$ cat config.mk
export PLATFORM = sky130hd
export DESIGN_NAME = hex_keypad_scanner
export DESIGN_NICKNAME = d
export VERILOG_FILES = /design/src/rtl/hex_keypad_scanner_pkg.sv /design/src/rtl/hex_keypad_scanner_debounce.sv /design/src/rtl/hex_keypad_scanner.sv
export SDC_FILE = /design/constraint.sdc
export NUM_CORES = 1
export LEC_CHECK = 0
export BUFFER_PORTS_ARGS = -buffer_cell sky130_fd_sc_hd__buf_2
export CAP_MARGIN = 25
export CORE_UTILIZATION = 35
export DETAILED_ROUTE_END_ITERATION = 12
export PLACE_DENSITY = 0.59
export SKIP_CTS_REPAIR_TIMING = 1
export SYNTH_ARGS = -nofsm -noshare
export SYNTH_HDL_FRONTEND = slang
export SYNTH_SLANG_ARGS = --single-unit
$ cat constraint.sdc
create_clock -name clk -period 20.8 [get_ports clk]
set_clock_uncertainty 0.05 [all_clocks]
set_input_delay 1.04 -clock clk [delete_from_list [all_inputs] [get_ports clk]]
set_output_delay 1.04 -clock clk [all_outputs]
set_load 0.01 [all_outputs]
$ cat src/rtl/hex_keypad_scanner_pkg.sv
// Shared encodings for the hex keypad scanner: debounce FSM states,
// scan classification and the row/column keymap.
package hex_keypad_scanner_pkg;

    // Debounce FSM states
    localparam logic [1:0] ST_IDLE     = 2'd0;
    localparam logic [1:0] ST_DEBOUNCE = 2'd1;
    localparam logic [1:0] ST_ACCEPT   = 2'd2;
    localparam logic [1:0] ST_HELD     = 2'd3;

    // Outcome of one full four-column scan
    typedef enum logic [1:0] {
        SCAN_NONE   = 2'd0,
        SCAN_SINGLE = 2'd1,
        SCAN_MULTI  = 2'd2
    } scan_class_t;

    // Keymap lookup; idx = row*4 + col
    function automatic logic [3:0] key_decode(input logic [3:0] idx);
        logic [3:0] nib;
        case (idx)
            4'd0:    nib = 4'h1;
            4'd1:    nib = 4'h2;
            4'd2:    nib = 4'h3;
            4'd3:    nib = 4'hA;
            4'd4:    nib = 4'h4;
            4'd5:    nib = 4'h5;
            4'd6:    nib = 4'h6;
            4'd7:    nib = 4'hB;
            4'd8:    nib = 4'h7;
            4'd9:    nib = 4'h8;
            4'd10:   nib = 4'h9;
            4'd11:   nib = 4'hC;
            4'd12:   nib = 4'hE;
            4'd13:   nib = 4'h0;
            4'd14:   nib = 4'hF;
            default: nib = 4'hD;
        endcase
        return nib;
    endfunction

endpackage

$ cat src/rtl/hex_keypad_scanner_debounce.sv
// Press/release debouncer for the keypad scanner. Consumes one classified
// scan result per full scan and emits a single accept pulse per press.
module keypad_debounce
    import hex_keypad_scanner_pkg::*;
#(
    parameter int DEBOUNCE_SCANS = 3
) (
    input  logic        clk,
    input  logic        reset,
    input  logic        scan_done,
    input  scan_class_t scan_class,
    input  logic [3:0]  scan_code,
    output logic        accept,
    output logic [3:0]  code
);

    localparam int CNT_W = $clog2(DEBOUNCE_SCANS + 1);
    localparam logic [CNT_W-1:0] CNT_TARGET = CNT_W'(DEBOUNCE_SCANS);
    localparam logic [CNT_W-1:0] CNT_ONE    = CNT_W'(1);

    logic [1:0]       state_reg, state_next;
    logic [CNT_W-1:0] cnt_reg, cnt_next;
    logic [CNT_W-1:0] rel_cnt_reg, rel_cnt_next;
    logic [3:0]       cand_reg, cand_next;

    // Next-state logic; only the ACCEPT state advances without a scan result
    always_comb begin
        state_next   = state_reg;
        cnt_next     = cnt_reg;
        rel_cnt_next = rel_cnt_reg;
        cand_next    = cand_reg;
        case (state_reg)
            ST_IDLE: begin
                if (scan_done && scan_class == SCAN_SINGLE) begin
                    cand_next = scan_code;
                    cnt_next  = CNT_ONE;
                    if (DEBOUNCE_SCANS == 1) state_next = ST_ACCEPT;
                    else                     state_next = ST_DEBOUNCE;
                end
            end
            ST_DEBOUNCE: begin
                if (scan_done) begin
                    if (scan_class == SCAN_SINGLE && scan_code == cand_reg) begin
                        cnt_next = cnt_reg + CNT_ONE;
                        if (cnt_reg + CNT_ONE == CNT_TARGET) state_next = ST_ACCEPT;
                    end else if (scan_class == SCAN_SINGLE) begin
                        cand_next = scan_code;
                        cnt_next  = CNT_ONE;
                    end else begin
                        state_next = ST_IDLE;
                    end
                end
            end
            ST_ACCEPT: begin
                rel_cnt_next = '0;
                state_next   = ST_HELD;
            end
            default: begin
                // HELD: wait for enough consecutive empty scans; any key activity restarts the count
                if (scan_done) begin
                    if (scan_class == SCAN_NONE) begin
                        rel_cnt_next = rel_cnt_reg + CNT_ONE;
                        if (rel_cnt_reg + CNT_ONE == CNT_TARGET) begin
                            rel_cnt_next = '0;
                            state_next   = ST_IDLE;
                        end
                    end else begin
                        rel_cnt_next = '0;
                    end
                end
            end
        endcase
    end

    // State and counter registers
    always_ff @(posedge clk or negedge reset) begin
        if (!reset) begin
            state_reg   <= ST_IDLE;
            cnt_reg     <= '0;
            rel_cnt_reg <= '0;
            cand_reg    <= '0;
        end else begin
            state_reg   <= state_next;
            cnt_reg     <= cnt_next;
            rel_cnt_reg <= rel_cnt_next;
            cand_reg    <= cand_next;
        end
    end

    assign accept = (state_reg == ST_ACCEPT);
    assign code   = cand_reg;

endmodule

$ cat src/rtl/hex_keypad_scanner.sv
// 4x4 matrix keypad scanner: drives one active-low column per slot, samples
// the synchronised rows, classifies each full scan and shifts debounced key
// nibbles into a 16-bit entry register.
module hex_keypad_scanner
    import hex_keypad_scanner_pkg::*;
#(
    parameter int SCAN_DIV       = 4,
    parameter int DEBOUNCE_SCANS = 3
) (
    input  logic        clk,
    input  logic        reset,
    input  logic [3:0]  row,
    output logic [3:0]  col,
    output logic        key_valid,
    output logic [3:0]  key_code,
    output logic [15:0] data
);

    localparam int SLOT_W = $clog2(SCAN_DIV);
    localparam logic [SLOT_W-1:0] SLOT_MAX = SLOT_W'(SCAN_DIV - 1);

    logic [3:0]        row_meta_reg, row_sync_reg;
    logic [SLOT_W-1:0] slot_cnt_reg;
    logic [1:0]        col_idx_reg;
    logic [15:0]       hit_map_reg, hit_map_next;
    logic              slot_last, scan_end;
    logic [4:0]        hit_count;
    logic [3:0]        hit_idx;
    scan_class_t       scan_class_next, scan_class_reg;
    logic              scan_done_reg;
    logic [3:0]        scan_code_reg;
    logic              accept;
    logic [3:0]        accept_code;
    logic [3:0]        key_code_reg;
    logic [15:0]       data_reg;

    // Two-flop synchroniser; resets to the idle (all released) row level
    always_ff @(posedge clk or negedge reset) begin
        if (!reset) begin
            row_meta_reg <= 4'hF;
            row_sync_reg <= 4'hF;
        end else begin
            row_meta_reg <= row;
            row_sync_reg <= row_meta_reg;
        end
    end

    assign slot_last = (slot_cnt_reg == SLOT_MAX);
    assign scan_end  = slot_last && (col_idx_reg == 2'd3);

    // Slot enable counter and column rotation
    always_ff @(posedge clk or negedge reset) begin
        if (!reset) begin
            slot_cnt_reg <= '0;
            col_idx_reg  <= 2'd0;
        end else if (slot_last) begin
            slot_cnt_reg <= '0;
            col_idx_reg  <= col_idx_reg + 2'd1;
        end else begin
            slot_cnt_reg <= slot_cnt_reg + 1'b1;
        end
    end

    genvar gi;
    generate
        for (gi = 0; gi < 4; gi++) begin : g_col
            assign col[gi] = (col_idx_reg != 2'(gi));
        end
        // Hit map bit row*4+col; the active column is refreshed on its slot's last cycle
        for (gi = 0; gi < 16; gi++) begin : g_map
            assign hit_map_next[gi] = (slot_last && col_idx_reg == 2'(gi % 4))
                                    ? ~row_sync_reg[gi / 4] : hit_map_reg[gi];
        end
    endgenerate

    // Count intersections in the (about to complete) scan and locate a lone hit
    always_comb begin
        hit_count = 5'd0;
        hit_idx   = 4'd0;
        for (int i = 0; i < 16; i++) begin
            if (hit_map_next[i]) begin
                hit_count = hit_count + 5'd1;
                hit_idx   = 4'(i);
            end
        end
        if (hit_count == 5'd0)      scan_class_next = SCAN_NONE;
        else if (hit_count == 5'd1) scan_class_next = SCAN_SINGLE;
        else                        scan_class_next = SCAN_MULTI;
    end

    // Hit map storage and registered scan result handed to the debouncer
    always_ff @(posedge clk or negedge reset) begin
        if (!reset) begin
            hit_map_reg    <= '0;
            scan_done_reg  <= 1'b0;
            scan_class_reg <= SCAN_NONE;
            scan_code_reg  <= '0;
        end else begin
            hit_map_reg   <= hit_map_next;
            scan_done_reg <= scan_end;
            if (scan_end) begin
                scan_class_reg <= scan_class_next;
                scan_code_reg  <= key_decode(hit_idx);
            end
        end
    end

    keypad_debounce #(
        .DEBOUNCE_SCANS(DEBOUNCE_SCANS)
    ) u_debounce (
        .clk       (clk),
        .reset     (reset),
        .scan_done (scan_done_reg),
        .scan_class(scan_class_reg),
        .scan_code (scan_code_reg),
        .accept    (accept),
        .code      (accept_code)
    );

    // Entry register and last-key holding register, committed at the end of the accept cycle
    always_ff @(posedge clk or negedge reset) begin
        if (!reset) begin
            key_code_reg <= '0;
            data_reg     <= '0;
        end else if (accept) begin
            key_code_reg <= accept_code;
            data_reg     <= {data_reg[11:0], accept_code};
        end
    end

    // The new key is visible on key_code/data in the same cycle as key_valid
    assign key_valid = accept;
    assign key_code  = accept ? accept_code : key_code_reg;
    assign data      = accept ? {data_reg[11:0], accept_code} : data_reg;

endmodule

# --- After elaboration in Yosys (flattened, before gate mapping) ---
# Memories as Yosys holds them, arrays and structs flattened. A register that Yosys moved wholly into a read port is not among the register bits.
# Index checks and enable logic that the tools add are counted.
word_totals:
  romBits: 64
  memories: 1
  ff_bits: 61
  wordCells: 155
classes:
  n_mux: 74
  n_addsub: 19
  n_eq_ne: 21
  bitwise: 5
  reduce_logical: 22
mem_list:
  columns: ["name", "depth", "word_bits", "rd", "rd_ports_with_merged_regs", "wr", "line", "source"]
  rows:
  - ["(name not given)", 16, 4, 1, 1, 0, "hex_keypad_scanner_pkg.sv:21", "case (idx)"]
op_table:
  columns: ["op", "count"]
  rows:
  - ["two-way mux 4 bit", 19]
  - ["adder 5 x 1 -> 5 bit, second input constant", 15]
  - ["two-way mux 5 bit", 15]
  - ["two-way mux 2 bit", 17]
  - ["two-way mux 1 bit", 18]
  - ["two-way mux 16 bit", 1]
  - ["equality test 2 bit, second input constant", 6]
  - ["adder 2 x 1 -> 2 bit, second input constant", 4]
  - ["inequality test 2 bit, second input constant", 4]
  - ["one-hot mux 2 bit (2 select lines)", 2]
  - ["one-hot mux 4 bit (2 select lines)", 1]
  - ["nonzero test 4 bit", 2]
  - ["AND reduction 7 bit", 1]
  - ["equality test 2 x 1 -> 1 bit, second input constant", 3]
  - ["logical AND 1 bit", 6]
  - ["zero test 2 bit", 3]
  - ["inequality test 2 x 1 -> 1 bit, second input constant", 3]
  - ["one-hot mux 2 bit (3 select lines)", 1]
  - ["nonzero test 2 bit", 3]
  - ["equality test 5 x 1 -> 1 bit, second input constant", 1]
  - ["zero test 5 bit", 1]
  - ["NOT 1 bit", 5]
  - ["AND reduction 5 bit", 1]
  - ["equality test 4 bit", 1]
  - ["8 further kinds", 8]

# --- Longest topological paths before layout ---
logic_depth:
  ltp_word: 37
  depth_mapped: 54
  mapped_depth_nobuf: 52

# --- Hierarchy ---
# Synthesis repeated with hierarchy kept, for this count alone.
hier_totals:
  hier_cells: 477
  hier_area_um2: 4558.1
by_module_without_submodules:
  columns: ["module", "seq_area_each_um2", "area_each_um2", "n_inst", "cells_per_inst"]
  rows:
  - ["hex_keypad_scanner", 1386.3, 4045.1, 1, 429]
  - ["keypad_debounce", 250.2, 513.0, 1, 48]

# --- Worst setup path before layout ---
# OpenSTA, ideal clock, no wires.
synth_timing:
  path_type: "flip-flop to flip-flop"
  start: "register slot_cnt_reg[0]"
  end: "register scan_class_reg[0]"
  slack_ns: 11.397
  t_arrival_ns: 9.232
  setup_ns: 0.122
  required_time_ns: 20.628
  period_less_slack_ns: 9.403
  path_stages_with_launch: 54
  path_buffers: 3
  path_cell_list: "dfrtp_1 > ha_1 > buf_2 > buf_2 > buf_2 > nand2_1 > nand2_1 > o21a_1 > ha_1 > xor2_4 > ha_1 > nand2_1 > nand2_1 > ha_1 > nor2_1 > o22ai_1 > ha_1 > mux2i_1 > [18 not listed] > a21o_1 > ha_1 > mux2i_1 > nand2b_1 > ha_1 > o22a_1 > ha_1 > nand2_1 > nand2_1 > ha_1 > mux2_2 > ha_1 > nand3_1 > nor3_1 > xor2_1 > xnor3_1 > o2bb2ai_2 > a32o_1"
synth_between:
  elab_chain_len: 37
  word_cells_on_any_way: 56
synth_lines:
  columns: ["element", "line", "source"]
  rows:
  - ["start: declaration", "hex_keypad_scanner.sv:23", "logic [SLOT_W-1:0] slot_cnt_reg;"]
  - ["start signal: assignment", "hex_keypad_scanner.sv:60", "slot_cnt_reg <= slot_cnt_reg + 1'b1;"]
  - ["equality test 2 bit *", "hex_keypad_scanner.sv:48", "assign slot_last = (slot_cnt_reg == SLOT_MAX);"]
  - ["logical AND 1 bit", "hex_keypad_scanner.sv:71", "assign hit_map_next[gi] = (slot_last && col_idx_reg == 2'(gi % 4))"]
  - ["two-way mux 1 bit", "hex_keypad_scanner.sv:72", "? ~row_sync_reg[gi / 4] : hit_map_reg[gi];"]
  - ["two-way mux 1 bit", "hex_keypad_scanner.sv:81", "if (hit_map_next[i]) begin"]
  - ["adder 5 x 1 -> 5 bit", "hex_keypad_scanner.sv:82", "hit_count = hit_count + 5'd1;"]
  - ["two-way mux 5 bit", "hex_keypad_scanner.sv:81", null]
  - ["adder 5 x 1 -> 5 bit", "hex_keypad_scanner.sv:82", null]
  - ["two-way mux 5 bit", "hex_keypad_scanner.sv:81", null]
  - ["[21 not listed]", null, null]
  - ["two-way mux 5 bit", "hex_keypad_scanner.sv:81", null]
  - ["adder 5 x 1 -> 5 bit", "hex_keypad_scanner.sv:82", null]
  - ["two-way mux 5 bit", "hex_keypad_scanner.sv:81", null]
  - ["adder 5 x 1 -> 5 bit", "hex_keypad_scanner.sv:82", null]
  - ["two-way mux 5 bit", "hex_keypad_scanner.sv:81", null]
  - ["equality test 5 x 1 -> 1 bit", "hex_keypad_scanner.sv:87", "else if (hit_count == 5'd1) scan_class_next = SCAN_SINGLE;"]
  - ["two-way mux 2 bit", "hex_keypad_scanner.sv:87", null]
  - ["two-way mux 2 bit", "hex_keypad_scanner.sv:86", "if (hit_count == 5'd0) scan_class_next = SCAN_NONE;"]
  - ["end signal: assignment", "hex_keypad_scanner.sv:102", "scan_class_reg <= scan_class_next;"]
  - ["end: declaration", "hex_keypad_scanner.sv:29", "scan_class_t scan_class_next, scan_class_reg;"]
# Every way passes the cells marked *; elsewhere a longest branch is shown, timed or not.
# A chain may end at the register's enable or synchronous reset.

# --- Final worst setup path ---
# Same ends and word-level chain as after synthesis.

==> impl_metrics.env <==
export IMPL_path_class="flip-flop to flip-flop"
export IMPL_rsz0062_at_grt="false"
export IMPL_cp_buffers_inverters=2
export IMPL_syn2layout_area_growth_pct=14.37
export IMPL_synth_simple_gate_area_share_pct=20.01
export IMPL_routed_via_density=5.075
export IMPL_drt_wl_total_mm=9.646
export IMPL_slew_viol_final=0
export IMPL_synth_compound_gate_area_share_pct=14.56
export IMPL_status="completed"
export IMPL_hold_class="flip-flop to flip-flop"
export IMPL_grtUsageTotal_pct=15.69
export IMPL_avgSynthCellArea_um2=8.935
export IMPL_grt_pass1_wl_mm=16.46
export IMPL_drtPass1Iterations=7
export IMPL_cpPeakStageDelay_ns=0.68
export IMPL_synth_nets=534
export IMPL_cap_violations=0
export IMPL_grt_max_degree=66
export IMPL_finalCritPeriodShare_pct=50.78
export IMPL_rows=41
export IMPL_slew_headroom_pct=44.96
export IMPL_synth_edf_count=0
export IMPL_ys_seq_area_share_pct=36.34
export IMPL_reg2reg_to="scan_class_reg[0]"
export IMPL_yosysUniqueCellTypes=70
export IMPL_critPathRequiredTime_ns=20.96
export IMPL_drt_wirelength_per_cell_um=13.57
export IMPL_max_freq_mhz=94.67
export IMPL_cts_sinks=65
export IMPL_worstSetupPathDepth=49
export IMPL_final_cell_mix="103 x nand2_1, 57 x dfrtp_1, 30 x inv_1, 30 x nor2_1, 30 x buf_2"
export IMPL_finalCriticalPeriod_ns=10.56
export IMPL_worstSetupStartpoint="slot_cnt_reg[0]"
export IMPL_crit_slowest_cell="ha_1"
export IMPL_final_nets=564
export IMPL_synth_xor_area_share_pct=13.59
export IMPL_r2r_start="slot_cnt_reg[0]"
export IMPL_boundaryPins=31
export IMPL_grt_overflow=0
export IMPL_start_kind="flip-flop"
export IMPL_worst_slew_pin_slew_ns=0.8256
export IMPL_power_density_nw_per_um2=109.9
export IMPL_final_common_cell="nand2_1"
export IMPL_synth_top_family_by_area="simple AND/OR/NAND/NOR gates"
export IMPL_num_vias=3608
export IMPL_syn_area_um2=4503
export IMPL_place_congestion=0.8965
export IMPL_crit_arrival_ns=10.72
export IMPL_synth_ff_type="dfrtp_1"
export IMPL_async_flop_share_pct=100.0
export IMPL_finalSetupViolCount=0
export IMPL_floorplan_initialDensity_pct=35.83
export IMPL_worstPathMaxFanout=27
export IMPL_p_leak_nw=2.482
export IMPL_drive_gt1_share_pct=14.84
export IMPL_yosysWarningCount=0
export IMPL_drtIter0Drc=295
export IMPL_clk_pin_slew_ns=0.06
export IMPL_die_h_um=115.4
export IMPL_cp_end_kind="flip-flop"
export IMPL_reg2reg_setup_slack_ns=10.24
export IMPL_syn_inst=504
export IMPL_clock_tree_buffer_depth=2
export IMPL_cts_tree="yes"
export IMPL_clkLatencyLatePin_ns=0.33
export IMPL_core_area_um2=12570
export IMPL_dieArea_um2=13320
export IMPL_drc=0
export IMPL_antenna_found_initial=0
export IMPL_die_x_um=115.4
export IMPL_dpl_cell_area_um2=4822
export IMPL_numCtsBuffers=9
export IMPL_final_antenna_net_count=0
export IMPL_postLayoutCellArea_um2=5150
export IMPL_peakVddDrop_uv=40.26
export IMPL_rr_worst_depth=49
export IMPL_cts_root_buffer="clkbuf_16"
export IMPL_dp_hpwl_mm=7.432
export IMPL_cp_common_cell="ha_1"
export IMPL_hold_viol_final=0
export IMPL_ys_ff_latch=65
export IMPL_cts_htree_levels=3
export IMPL_port_buffers=30
export IMPL_grt_pass1_vias=3425
export IMPL_finalSetupTns_ns=0
export IMPL_cp_endpoint="scan_class_reg[0]"
export IMPL_synthAdderAreaFrac_pct=6.669
export IMPL_crit_family="adder cells"
export IMPL_synthMuxAreaShare_pct=4.529
export IMPL_n_antenna_cell=0
==> worst register-to-register path: cells and delay by family, from the launching register on <==
| kind | cells | cell delay, ns |
|---|---|---|
| xor gates and xnor gates | 3 | 0.68 |
| muxes | 3 | 0.49 |
| AOI/OAI and AO/OA | 13 | 2.34 |
| adders and majority gates | 15 | 4.80 |
| buffers and inverters | 2 | 0.16 |
| DFF | 1 | 0.35 |
| and+or+nand+nor | 13 | 1.61 |
==> power breakdown <==
group	internal, W	leakage (nW)	total (W)	switching, W
clock network	0.000106	0.157	0.000164	0.0000580
logic	0.000120	1.50	0.000266	0.000146
registers	0.000132	0.820	0.000136	0.00000389
total	0.000358	2.48	0.000566	0.000207
==> Yosys cell counts, drive strengths merged (3+ instances only) <==
cell	n	area share, %
xor2	17	3.7
and3b	6	1.2
inv	31	2.6
dfstp	8	4.7
o21a	7	1.2
a31oi	4	0.56
o211ai	3	0.61
o22ai	3	0.42
and2	5	0.69
a21oi	20	2.2
nand2b	5	0.69
xnor2	28	5.8
clkinv	4	0.36
mux2i	11	2.5
nor3	9	1.0
nand2	103	8.6
ha	24	6.7
a21boi	7	1.2
dfrtp	57	32
or2	4	0.56
mux2	8	2.0
o21ai	29	3.2
nand3	10	1.1
nor2b	4	0.56
buf	6	0.78
nor2	31	2.6
xnor3	7	3.6
clkbuf	7	0.58
==> final cells by class <==
cell class / count / area, um^2
clock inverters: 7 / 102.6
fillers: 1237 / 7418
well taps: 172 / 215.2
multi-input cells: 391 / 2673
clock buffers: 9 / 225.2
flip-flops and latches: 65 / 1637
inverters: 35 / 132.6
repair buffers: 32 / 165.2
==> worst min path at each step <==
stage	start	endpoint	slack (ns)	cells past startpoint
floorplan	row_meta_reg[0]	row_sync_reg[0]	0.30	0
global placement	row_meta_reg[2]	row_sync_reg[2]	0.30	0
detailed placement	row_meta_reg[3]	row_sync_reg[3]	0.30	0
CTS	row_meta_reg[3]	row_sync_reg[3]	0.31	0
global route	row_meta_reg[0]	row_sync_reg[0]	0.31	0
finish	row_meta_reg[3]	row_sync_reg[3]	0.30	0
==> per-stage QoR <==
step	total power [W]	std cells	worst slack (ns)	hold slack (ns)	utilization, %
after detailed placement	0.0004040	695	10.27	0.2969	38.37
final	0.0005659	711	10.24	0.3042	40.98
after global placement	0.0003967	694	10.59	0.2974	38.31
after global routing	0.0006111	711	9.350	0.3087	40.98
after floorplan	0.0003570	504	11.40	0.2952	-
after CTS	0.0005720	711	10.23	0.3054	40.98
==> cell families after synthesis <==
kind of cell	Yosys count
multiplexers	19
AND/OR/NAND/NOR	195
XOR/XNOR	53
adder cells (fa/ha/maj)	24
buffers and inverters	48
AO/OA/AOI/OAI	100
flip-flops	65
==> per-layer routing <==
layer	wire [um]	track usage, %
met1	4669	20.97
met2	4528	25.95
met3	313	2.458
met4	135	5.108
met5	0	0
Power figures use the tool's default switching activity.
